### src/rtl/cpu_mode_loader.sv
// Front-panel sequencer: synchronizes the mode switch and step key, loads/reads
// memory bytes in IN/CHECK modes, and releases the CPU from reset in RUN mode.
module cpu_mode_loader #(
    parameter int unsigned ADDR_W   = 16,
    parameter int unsigned DATA_W   = 8,
    parameter int unsigned DEBOUNCE = 4
) (
    input  logic              clk,
    input  logic              reset,
    input  logic [1:0]        mode_req,
    input  logic              key,
    input  logic [DATA_W-1:0] sw_data,
    input  logic [DATA_W-1:0] mem_rdata,
    output logic [1:0]        cpustate,
    output logic              cpu_rst,
    output logic [ADDR_W-1:0] mem_addr,
    output logic [DATA_W-1:0] mem_wdata,
    output logic              mem_we,
    output logic              mem_re,
    output logic [DATA_W-1:0] disp_data,
    output logic              busy
);
    localparam int unsigned CNT_W = $clog2(DEBOUNCE + 1);

    localparam logic [1:0] M_IDLE = 2'b00;
    localparam logic [1:0] M_IN   = 2'b01;
    localparam logic [1:0] M_CHK  = 2'b10;
    localparam logic [1:0] M_RUN  = 2'b11;

    typedef enum logic [2:0] {
        S_IDLE,
        S_IN_WAIT,
        S_IN_WR,
        S_CHK_RD,
        S_CHK_LAT,
        S_CHK_WAIT,
        S_RUN
    } state_e;

    logic [1:0]        mode_meta_q, mode_s_q;
    logic              key_meta_q, key_s_q;
    logic [CNT_W-1:0]  cnt_q;
    logic              key_evt_q;
    logic              mode_chg_c;

    state_e            state_q;
    logic [1:0]        cpustate_q;
    logic              cpu_rst_q;
    logic [ADDR_W-1:0] addr_q;
    logic [DATA_W-1:0] wdata_q;
    logic              we_q, re_q;
    logic [DATA_W-1:0] disp_q;
    logic              busy_q;

    // Input synchronizers and key debounce; key_evt fires once as the count saturates
    always_ff @(posedge clk or negedge reset) begin
        if (!reset) begin
            mode_meta_q <= M_IDLE;
            mode_s_q    <= M_IDLE;
            key_meta_q  <= 1'b0;
            key_s_q     <= 1'b0;
            cnt_q       <= '0;
            key_evt_q   <= 1'b0;
        end else begin
            mode_meta_q <= mode_req;
            mode_s_q    <= mode_meta_q;
            key_meta_q  <= key;
            key_s_q     <= key_meta_q;
            if (!key_s_q) begin
                cnt_q <= '0;
            end else if (cnt_q != CNT_W'(DEBOUNCE)) begin
                cnt_q <= cnt_q + CNT_W'(1);
            end
            key_evt_q <= key_s_q && (cnt_q == CNT_W'(DEBOUNCE - 1));
        end
    end

    assign mode_chg_c = (mode_s_q != cpustate_q);

    // Loader FSM; every mode change passes through one IDLE cycle with cpustate=00
    always_ff @(posedge clk or negedge reset) begin
        if (!reset) begin
            state_q    <= S_IDLE;
            cpustate_q <= M_IDLE;
            cpu_rst_q  <= 1'b0;
            addr_q     <= '0;
            wdata_q    <= '0;
            we_q       <= 1'b0;
            re_q       <= 1'b0;
            disp_q     <= '0;
            busy_q     <= 1'b0;
        end else begin
            we_q   <= 1'b0;
            re_q   <= 1'b0;
            busy_q <= 1'b0;
            case (state_q)
                S_IDLE: begin
                    cpustate_q <= mode_s_q;
                    cpu_rst_q  <= (mode_s_q == M_RUN);
                    case (mode_s_q)
                        M_IN: begin
                            state_q <= S_IN_WAIT;
                            addr_q  <= '0;
                        end
                        M_CHK: begin
                            state_q <= S_CHK_RD;
                            addr_q  <= '0;
                            re_q    <= 1'b1;
                            busy_q  <= 1'b1;
                        end
                        M_RUN:   state_q <= S_RUN;
                        default: state_q <= S_IDLE;
                    endcase
                end
                S_IN_WAIT: begin
                    if (mode_chg_c) begin
                        state_q    <= S_IDLE;
                        cpustate_q <= M_IDLE;
                        cpu_rst_q  <= 1'b0;
                    end else if (key_evt_q) begin
                        state_q <= S_IN_WR;
                        wdata_q <= sw_data;
                        we_q    <= 1'b1;
                        busy_q  <= 1'b1;
                    end
                end
                // Pending mode changes are honoured only once the access has finished
                S_IN_WR: begin
                    addr_q <= addr_q + ADDR_W'(1);
                    if (mode_chg_c) begin
                        state_q    <= S_IDLE;
                        cpustate_q <= M_IDLE;
                        cpu_rst_q  <= 1'b0;
                    end else begin
                        state_q <= S_IN_WAIT;
                    end
                end
                S_CHK_RD: begin
                    state_q <= S_CHK_LAT;
                    busy_q  <= 1'b1;
                end
                S_CHK_LAT: begin
                    disp_q <= mem_rdata;
                    if (mode_chg_c) begin
                        state_q    <= S_IDLE;
                        cpustate_q <= M_IDLE;
                        cpu_rst_q  <= 1'b0;
                    end else begin
                        state_q <= S_CHK_WAIT;
                    end
                end
                S_CHK_WAIT: begin
                    if (mode_chg_c) begin
                        state_q    <= S_IDLE;
                        cpustate_q <= M_IDLE;
                        cpu_rst_q  <= 1'b0;
                    end else if (key_evt_q) begin
                        state_q <= S_CHK_RD;
                        addr_q  <= addr_q + ADDR_W'(1);
                        re_q    <= 1'b1;
                        busy_q  <= 1'b1;
                    end
                end
                S_RUN: begin
                    if (mode_chg_c) begin
                        state_q    <= S_IDLE;
                        cpustate_q <= M_IDLE;
                        cpu_rst_q  <= 1'b0;
                    end
                end
                default: begin
                    state_q    <= S_IDLE;
                    cpustate_q <= M_IDLE;
                    cpu_rst_q  <= 1'b0;
                end
            endcase
        end
    end

    assign cpustate  = cpustate_q;
    assign cpu_rst   = cpu_rst_q;
    assign mem_addr  = addr_q;
    assign mem_wdata = wdata_q;
    assign mem_we    = we_q;
    assign mem_re    = re_q;
    assign disp_data = disp_q;
    assign busy      = busy_q;

endmodule

### config.mk
export PLATFORM = sky130hd
export DESIGN_NAME = cpu_mode_loader
export DESIGN_NICKNAME = d
export VERILOG_FILES = /design/src/rtl/cpu_mode_loader.sv
export SDC_FILE = /design/constraint.sdc
export NUM_CORES = 1
export LEC_CHECK = 0
export ABC_AREA = 1
export BUFFER_PORTS_ARGS = -buffer_cell sky130_fd_sc_hd__buf_2
export CAP_MARGIN = 20
export CELL_PAD_IN_SITES_DETAIL_PLACEMENT = 1
export CELL_PAD_IN_SITES_GLOBAL_PLACEMENT = 2
export CORE_AREA = 2 2 140 74
export CTS_CLUSTER_SIZE = 12
export DETAILED_ROUTE_END_ITERATION = 10
export DIE_AREA = 0 0 142 76
export GPL_ROUTABILITY_DRIVEN = 0
export PLACE_DENSITY = 0.84
export SLEW_MARGIN = 25
export SYNTH_ARGS = -nofsm -noshare
export SYNTH_HDL_FRONTEND = slang
export SYNTH_SLANG_ARGS = --single-unit
### constraint.sdc
create_clock -name clk -period 1.4 [get_ports clk]
set_input_delay 0.07 -clock clk [delete_from_list [all_inputs] [get_ports clk]]
set_output_delay 0.07 -clock clk [all_outputs]
set_load 0.01 [all_outputs]
---- Word level (Yosys, flattened, before mapping) ----
Index checks and enable logic that the tools add are counted.
cells by class
  add/subtract/negate cells ............... 2
  eq/ne operators ......................... 20
  mux-type cells .......................... 25
  bitwise operators ....................... 2
  reductions and logical operators ........ 10
operators with widths
  cell                                           number
  2-to-1 mux 16 bit                              3
  case mux 16 bit (3 select lines)               1
  2-to-1 mux 3 bit                               8
  case mux 3 bit (7 select lines)                1
  adder 16 x 1 -> 16 bit, second input constant  1
  == test 3 x 2 -> 1 bit, second input constant  3
  == test 3 bit, second input constant           3
  != test 3 bit, second input constant           3
  case mux 3 bit (3 select lines)                1
  != test 2 bit, second input constant           4
  2-to-1 mux 1 bit                               6
  case mux 1 bit (3 select lines)                2
  case mux 2 bit (3 select lines)                1
  AND reduction 3 bit                            2
  OR reduction 5 bit                             1
  == test 2 bit, second input constant           2
  != test 2 x 1 -> 1 bit, second input constant  2
  AND reduction 4 bit                            1
  OR reduction 2 bit                             2
  adder 3 x 1 -> 3 bit, second input constant    1
  == test 3 x 1 -> 1 bit, second input constant  1
  zero test 3 bit                                1
  nonzero test 3 bit                             1
  == test 2 x 1 -> 1 bit, second input constant  1
  6 further kinds                                7
word-level totals
  bits in registers ....................... 51
  input bits .............................. 21
  output and inout port bits .............. 38
  logic and storage cells ................. 74

---- Longest topological paths before layout ----
Gate-level depths: netlist of the first run.
  depth after elaboration ................. 4
  depth in mapped cells ................... 10
  depth with buffers taken out ............ 9

---- Worst setup path after synthesis of the first run ----
OpenSTA, ideal clock, no wires.
  path kind ............................... register to register
  from .................................... register addr_q[1] (netlist: mem_addr[1])
  to ...................................... register addr_q[8] (netlist: mem_addr[8])
  library setup time ...................... 0.065 ns
  arrival ................................. 1.336 ns
  required time ........................... 1.335 ns
  setup slack ............................. -0.001 ns
  cell stages (with the launch flop) ...... 9
  path buffers ............................ 0
  clock period less this slack ............ 1.401 ns
  cell sequence ........................... dfrtp_1 > ha_1 > nand2_1 > nor2_1 > nand2_1 > xor2_1 > nor2_1 > nand2_1 > nand2_1
on the way
  cells in the longest elaborated chain, start to end .. 4
ends and longest elaborated chain
  what                                RTL line  RTL
  start: declaration                  49        logic [ADDR_W-1:0] addr_q;
  start signal: assignment            129       addr_q <= addr_q + ADDR_W'(1);
  start signal: assignment            159       addr_q <= addr_q + ADDR_W'(1);
  adder 16 x 1 -> 16 bit *            129, 159
  2-to-1 mux 16 bit                   157       end else if (key_evt_q) begin
  2-to-1 mux 16 bit                   153       if (mode_chg_c) begin
  case mux 16 bit (3 select lines) *  96        case (state_q)
Every way passes the cells marked *; elsewhere a longest branch is shown, timed or not. The select of a mux whose other input is x is not followed.
A chain may end at the register's enable or synchronous reset.

---- Final worst setup path of the first run ----
  from .................................... register mode_s_q[1]
  to ...................................... register addr_q[8] (netlist: mem_addr[8])
on the way
  cells in the longest elaborated chain, start to end .. 4
  elaborated cells on any way between the ends .. 7
  those cells by class .................... eq/ne: 5; reduce/logical: 2
ends and longest elaborated chain
  what                                                            RTL line  RTL
  start: declaration                                              40        logic [1:0] mode_meta_q, mode_s_q;
  start signal: assignment                                        66        mode_s_q <= mode_meta_q;
  == test 2 bit / == test 2 x 1 -> 1 bit (equally long branches)  100       case (mode_s_q)
  OR reduction 2 bit (no line)                                    -
  != test 2 bit (no line)                                         -
  AND reduction 4 bit (no line) *                                 -
Every way passes the cells marked *; elsewhere a longest branch is shown, timed or not.

==> qor.csv, run 1 <==
metric,value,unit
Routed wire per std cell,14.3,um
Post-Syn Area,2500,sq um
R2R setup slack,-0.04,ns
"commonest non-fill, non-tap cell in the layout",nand2_1,
Initial DRC Count,128,
Worst slew margin,0.803,
nets,458,
root buffer cell,clkbuf_16,
family with the most delay on the worst path,flip-flops,
clk_lat worst skew,0.29,ns
vias in the first global route,2625,
fin area,3710,sq um
Multi-input gate area,1180,sq um
Storage cell area,1280,sq um
fin crit period,1.44,ns
clk_skew,0.00620,ns
"critical path, cell by cell",ha_4 > nor2_4 > nor2_4 > buf_6 > a21oi_4 > nand2_1 > nand2_1,
Max Clk Rate,695,MHz
P&R area growth vs syn,48.4,%
CP startpoint kind,flop,
Clock Sinks,51,
Die W,142,um
Setup WS post-layout,-0.0397,ns
Worst IR Drop VDD,0.505,mV
most frequent cells in the layout,"nand2_1 (111), buf_2 (58), dfrtp_1 (45), buf_4 (32), inv_1 (26)",
layout cells sized above 1,0.332,
crit share post-route,1.03,
Yosys Warn Count,0,
average vias per placed instance,4.47,
status,finished with violations,
failing checks,negative setup slack,
drt total wl,7.95,mm
io pins,59,
buffers and inverters on the worst path,1,
residual DRC count,0,
Core Area,9730,sq um
CTS H-Tree Depth,2,
synth unique cells,25,
CTS Buf Count,5,
critical path depth in cells,7,
die height,76,um
maximum clock path buffer count,2,
Worst Path Arrival,1.67,ns
initial antenna violation count,0,
Sum Neg Setup Slack,-0.317,ns
CP Capture Point,mem_addr[8]$_DFFE_PN0P_,
crit path launch,mode_s_q[1]$_DFF_PN0_,
final hold violations,0,
die area,10800,sq um
Starting Density,0.257,
"CTS clk-pin slew, worst paths",0.07,ns
post-synthesis sequential area ratio,0.510,
Crit Path Class,reg2reg,
reg2reg start,mode_s_q[1]$_DFF_PN0_,
antenna diode count,0,
depth of the most critical reg-to-reg path,7,
"Req. time, crit path",1.63,ns
DRT Pass-1 Iters,4,
DP HPWL,5.61,mm
hold_ws,0.316,ns
Via Count,2489,
worst hold-check path type,in2async,
Detail Route Antenna Nets,0,
synth top area cells,"dfrtp_1 (51%), nand2_1 (17%), nand3_1 (5.2%)",
"Avg Cell Area, Syn",8.05,sq um
Reg2Reg Capture Point,mem_addr[8]$_DFFE_PN0P_,
Fill cells,1196,
Layout Utilization,0.382,
row count,26,
PD cells,1570,nW/um^2
CTS tree,yes,
CP max stage delay,0.47,ns
GRT Total Usage,0.158,
"FF+latch count, synth",51,
Worst Path Max Fanout,5,
GRT Residual Overflow,0,
global-route wire length before repair,13.4,mm
largest net degree at the start of global routing,52,
placed inst area,3190,sq um
Finish-stage setup viols,18,
CP endpoint kind,flop,
Port Buf Inserts,58,
Slew Limit Fails,0,
Mapped Nets,338,
Synth area leader,dfrtp_1,
post-synth top area share,0.510,
placed insts,524,
Finished Layout Cells,557,
Crit-path slowest cell,dfrtp_2,
P_leak,1.83,nW
Cells after Synth,311,
RSZ-0062 raised after global routing,yes,
slew of the pin with the lowest slew margin,0.296,ns
Max Cap Violations,0,
## registers in the layout, summed over array words and instances (netlist names)
register and count:
mode_meta_q 2, mem_re 1, mem_we 1, disp_data 8
key_evt_q 1, mem_wdata 8, key_s_q 1, mem_addr 16
key_meta_q 1, state_q 3, cnt_q 3, busy 1
cpu_rst 1, mode_s_q 2, cpustate 2
## synthesized netlist by cell type
cell / number
ha_1: 6
nand3_1: 26
nand2_2: 5
xnor2_1: 2
a21oi_4: 1
clkinv_1: 2
nand3b_1: 2
a21boi_0: 1
buf_2: 1
o21ai_0: 12
nor2_2: 1
a21oi_1: 1
inv_2: 3
o21ai_1: 8
nor2_1: 27
xor2_1: 5
nand2_1: 116
nor2_4: 3
nand4_1: 5
o21bai_1: 1
inv_1: 28
nand4_2: 1
buf_6: 2
nor3_1: 1
dfrtp_1: 51
## power breakdown
part / internal (mW) / switching, mW / leakage [nW] / total (mW)
Clock: 0.700 / 0.544 / 0.0727 / 1.24
Combinational: 1.13 / 1.41 / 1.13 / 2.54
Sequential: 1.82 / 0.241 / 0.626 / 2.06
## worst min-delay path by stage
| stage | startpoint | endpoint | slack, ns | cells after the start |
|---|---|---|---|---|
| 5_1_grt | key_meta_q$_DFF_PN0_ | key_s_q$_DFF_PN0_ | 0.36 | 0 |
| 3_5_place_dp | reset | cpustate[1]$_DFFE_PN0P_ | 0.1 | 2 |
| 2_1_floorplan | reset | busy$_DFF_PN0_ | -0.23 | 0 |
| 3_3_place_gp | reset | mem_addr[10]$_DFFE_PN0P_ | 0.09 | 2 |
| 6_report | reset | mem_addr[2]$_DFFE_PN0P_ | 0.32 | 3 |
| 4_1_cts | reset | mem_addr[11]$_DFFE_PN0P_ | 0.31 | 3 |
## routing by layer
| layer | GRT usage | share of wire |
|---|---|---|
| met2 | 0.235 | 0.42 |
| met4 | 0.0390 | 0.011 |
| met3 | 0.0346 | 0.042 |
| met1 | 0.234 | 0.53 |
| met5 | 0 | 0 |
## what timing repair did
action	in CTS	in global routing
pin swaps	11	4
gates cloned	2	0
endpoints found under the hold margin	70	0
setup buffers	4	1
setup endpoints to repair	27	30
hold buffers	20	0
gates resized for setup	23	15
## layout make-up
type                    count  share of cell area
clock inverters             1             0.00135
flip-flops and latches     51               0.346
multi-input cells         225               0.318
repair buffers            115               0.221
inverters                  33              0.0340
well taps                 126              0.0424
clock buffers               6              0.0374
## worst register-to-register path, delay by kind of cell, from the launching register on
kind,cells,cell delay [ns]
buffers and inverters,1,0.11
adders and majority gates,1,0.27
and+or+nand+nor,4,0.34
DFF,1,0.47
AOI/OAI and AO/OA,1,0.19
## through the flow
| stage | setup slack [ns] | power (mW) |
|---|---|---|
| after global routing | -0.127 | 6.26 |
| after floorplan | 0.0302 | 3.21 |
| after CTS | -0.0386 | 5.85 |
| after global placement | -0.0383 | 4.09 |
| after detailed placement | -0.0909 | 4.16 |
| final | -0.0397 | 5.84 |
## cells by family (layout without fill, tap and decap cells)
group                      Yosys count  after routing  synth area share
xor gates and xnor gates             7              7            0.0245
AOI/OAI and AO/OA                   24             25            0.0545
DFF                                 51             51             0.510
adders and majority gates            6              6            0.0300
buffers and inverters               36            155            0.0605
and+or+nand+nor                    187            187             0.320
Note: power is estimated with default switching activity, not from simulation.
==> run 2, diff against run 1 <==
--- a/config.mk
+++ b/config.mk
@@ -16,6 +16,7 @@
 export DIE_AREA = 0 0 142 76
 export GPL_ROUTABILITY_DRIVEN = 0
 export PLACE_DENSITY = 0.84
+export RECOVER_POWER = 25
 export SLEW_MARGIN = 25
 export SYNTH_ARGS = -nofsm -noshare
 export SYNTH_HDL_FRONTEND = slang
==> run 2 against run 1 <==
Against the previous run: the flow still finishes with violations (negative setup slack); sequential power barely moved; clock skew about the same; clock-buffer cell count stayed put; clock power barely moved; design area down 0.37%; cell count is the same; routed wire length shrank 0.33%; sequential share of layout area rose by 0.13 points; flip-flop and latch count did not move; critical path depth unchanged; global-route usage unchanged.
==> qor.csv, run 2 (synthesis gave the netlist of run 1 again) <==
metric,value,unit
Worst IR Drop VDD,0.508,mV
Worst Path Max Fanout,5,
CTS Buf Count,5,
Layout Utilization,0.380,
R2R setup slack,-0.04,ns
"critical path, cell by cell",ha_4 > nor2_4 > nor2_4 > buf_6 > a21oi_4 > nand2_1 > nand2_1,
crit share post-route,1.03,
"Req. time, crit path",1.64,ns
number of flip-flops in the largest register,16,
Finish-stage setup viols,18,
io pins,59,
family with the most delay on the worst path,flip-flops,
Reg2Reg Capture Point,mem_addr[8]$_DFFE_PN0P_,
drt total wl,7.92,mm
Clock Sinks,51,
crit path launch,mode_s_q[1]$_DFF_PN0_,
Detail Route Antenna Nets,0,
row count,26,
largest net degree at the start of global routing,52,
Crit Path Class,reg2reg,
Max Clk Rate,693,MHz
layout cells sized above 1,0.329,
CP Capture Point,mem_addr[8]$_DFFE_PN0P_,
most frequent cells in the layout,"nand2_1 (111), buf_2 (57), dfrtp_1 (45), buf_4 (32), inv_1 (26)",
Via Count,2477,
placed insts,524,
CP endpoint kind,flop,
Core Area,9730,sq um
Finished Layout Cells,557,
"commonest non-fill, non-tap cell in the layout",nand2_1,
buffers and inverters on the worst path,1,
depth of the most critical reg-to-reg path,7,
P_leak,1.82,nW
clk_skew,0.00623,ns
Sum Neg Setup Slack,-0.320,ns
Routed wire per std cell,14.2,um
antenna diode count,0,
maximum clock path buffer count,2,
clk_lat worst skew,0.29,ns
worst hold-check path type,reg2reg,
PD cells,1580,nW/um^2
hold_ws,0.349,ns
status,finished with violations,
P&R area growth vs syn,47.9,%
Max Cap Violations,0,
average vias per placed instance,4.45,
Initial DRC Count,125,
Fill cells,1199,
failing checks,negative setup slack,
critical path depth in cells,7,
residual DRC count,0,
die area,10800,sq um
Worst slew margin,0.510,
"CTS clk-pin slew, worst paths",0.07,ns
CP startpoint kind,flop,
reg2reg start,mode_s_q[1]$_DFF_PN0_,
RSZ-0062 raised after global routing,yes,
slew of the pin with the lowest slew margin,0.735,ns
CTS H-Tree Depth,2,
DRT Pass-1 Iters,4,
GRT Residual Overflow,0,
DP HPWL,5.61,mm
GRT Total Usage,0.158,
nets,458,
initial antenna violation count,0,
Final Total Pwr,5.84,mW
root buffer cell,clkbuf_16,
vias in the first global route,2625,
Worst Path Arrival,1.68,ns
Starting Density,0.257,
Die W,142,um
global-route wire length before repair,13.4,mm
final hold violations,0,
CP max stage delay,0.47,ns
CTS tree,yes,
Crit-path slowest cell,dfrtp_2,
Port Buf Inserts,58,
die height,76,um
Setup WS post-layout,-0.0429,ns
fin crit period,1.44,ns
Slew Limit Fails,0,
-- run 2: how the worst min path moves through the flow --
stage,from,end,slack (ns),cells after the start
after floorplan,reset,busy$_DFF_PN0_,-0.23,0
after global placement,reset,mem_addr[10]$_DFFE_PN0P_,0.09,2
final,key_meta_q$_DFF_PN0_,key_s_q$_DFF_PN0_,0.35,0
after detailed placement,reset,cpustate[1]$_DFFE_PN0P_,0.1,2
after global routing,key_meta_q$_DFF_PN0_,key_s_q$_DFF_PN0_,0.36,0
after CTS,reset,mem_addr[11]$_DFFE_PN0P_,0.31,3
-- run 2: per-layer routing --
layer	track usage	vias to the layer above	routed length, um
met5	0	-	0
met4	0.0390	0	85
met3	0.0346	7	329
met2	0.235	48	3300
met1	0.234	1200	4210
li1	-	1222	-
-- run 2: per-stage QoR --
| stage | cell area [sq um] | setup WS, ns |
|---|---|---|
| floorplan | 2500 | 0.0302 |
| global placement | 3190 | -0.0383 |
| detailed placement | 3190 | -0.0909 |
| CTS | 3670 | -0.0386 |
| global route | 3700 | -0.127 |
| finish | 3700 | -0.0429 |
-- run 2: layout make-up --
class,instances,area (sq um),area share
multi-input cells,225,1180,0.319
clock inverters,1,5.00,0.00135
clock buffers,6,139,0.0375
well taps,126,158,0.0426
inverters,33,126,0.0341
repair buffers,115,807,0.218
flip-flops and latches,51,1280,0.347
-- run 2: power breakdown --
group	internal [mW]	switching, mW
clock	0.700	0.547
sequential	1.82	0.240
combinational	1.12	1.41
total	3.64	2.20
-- run 2: what timing repair did --
action,4_1_cts,5_1_grt
hold buffers,20,0
endpoints found under the hold margin,70,0
pin swaps,11,4
gates cloned,2,0
setup endpoints to repair,27,30
gates resized for setup,23,15
setup buffers,4,1
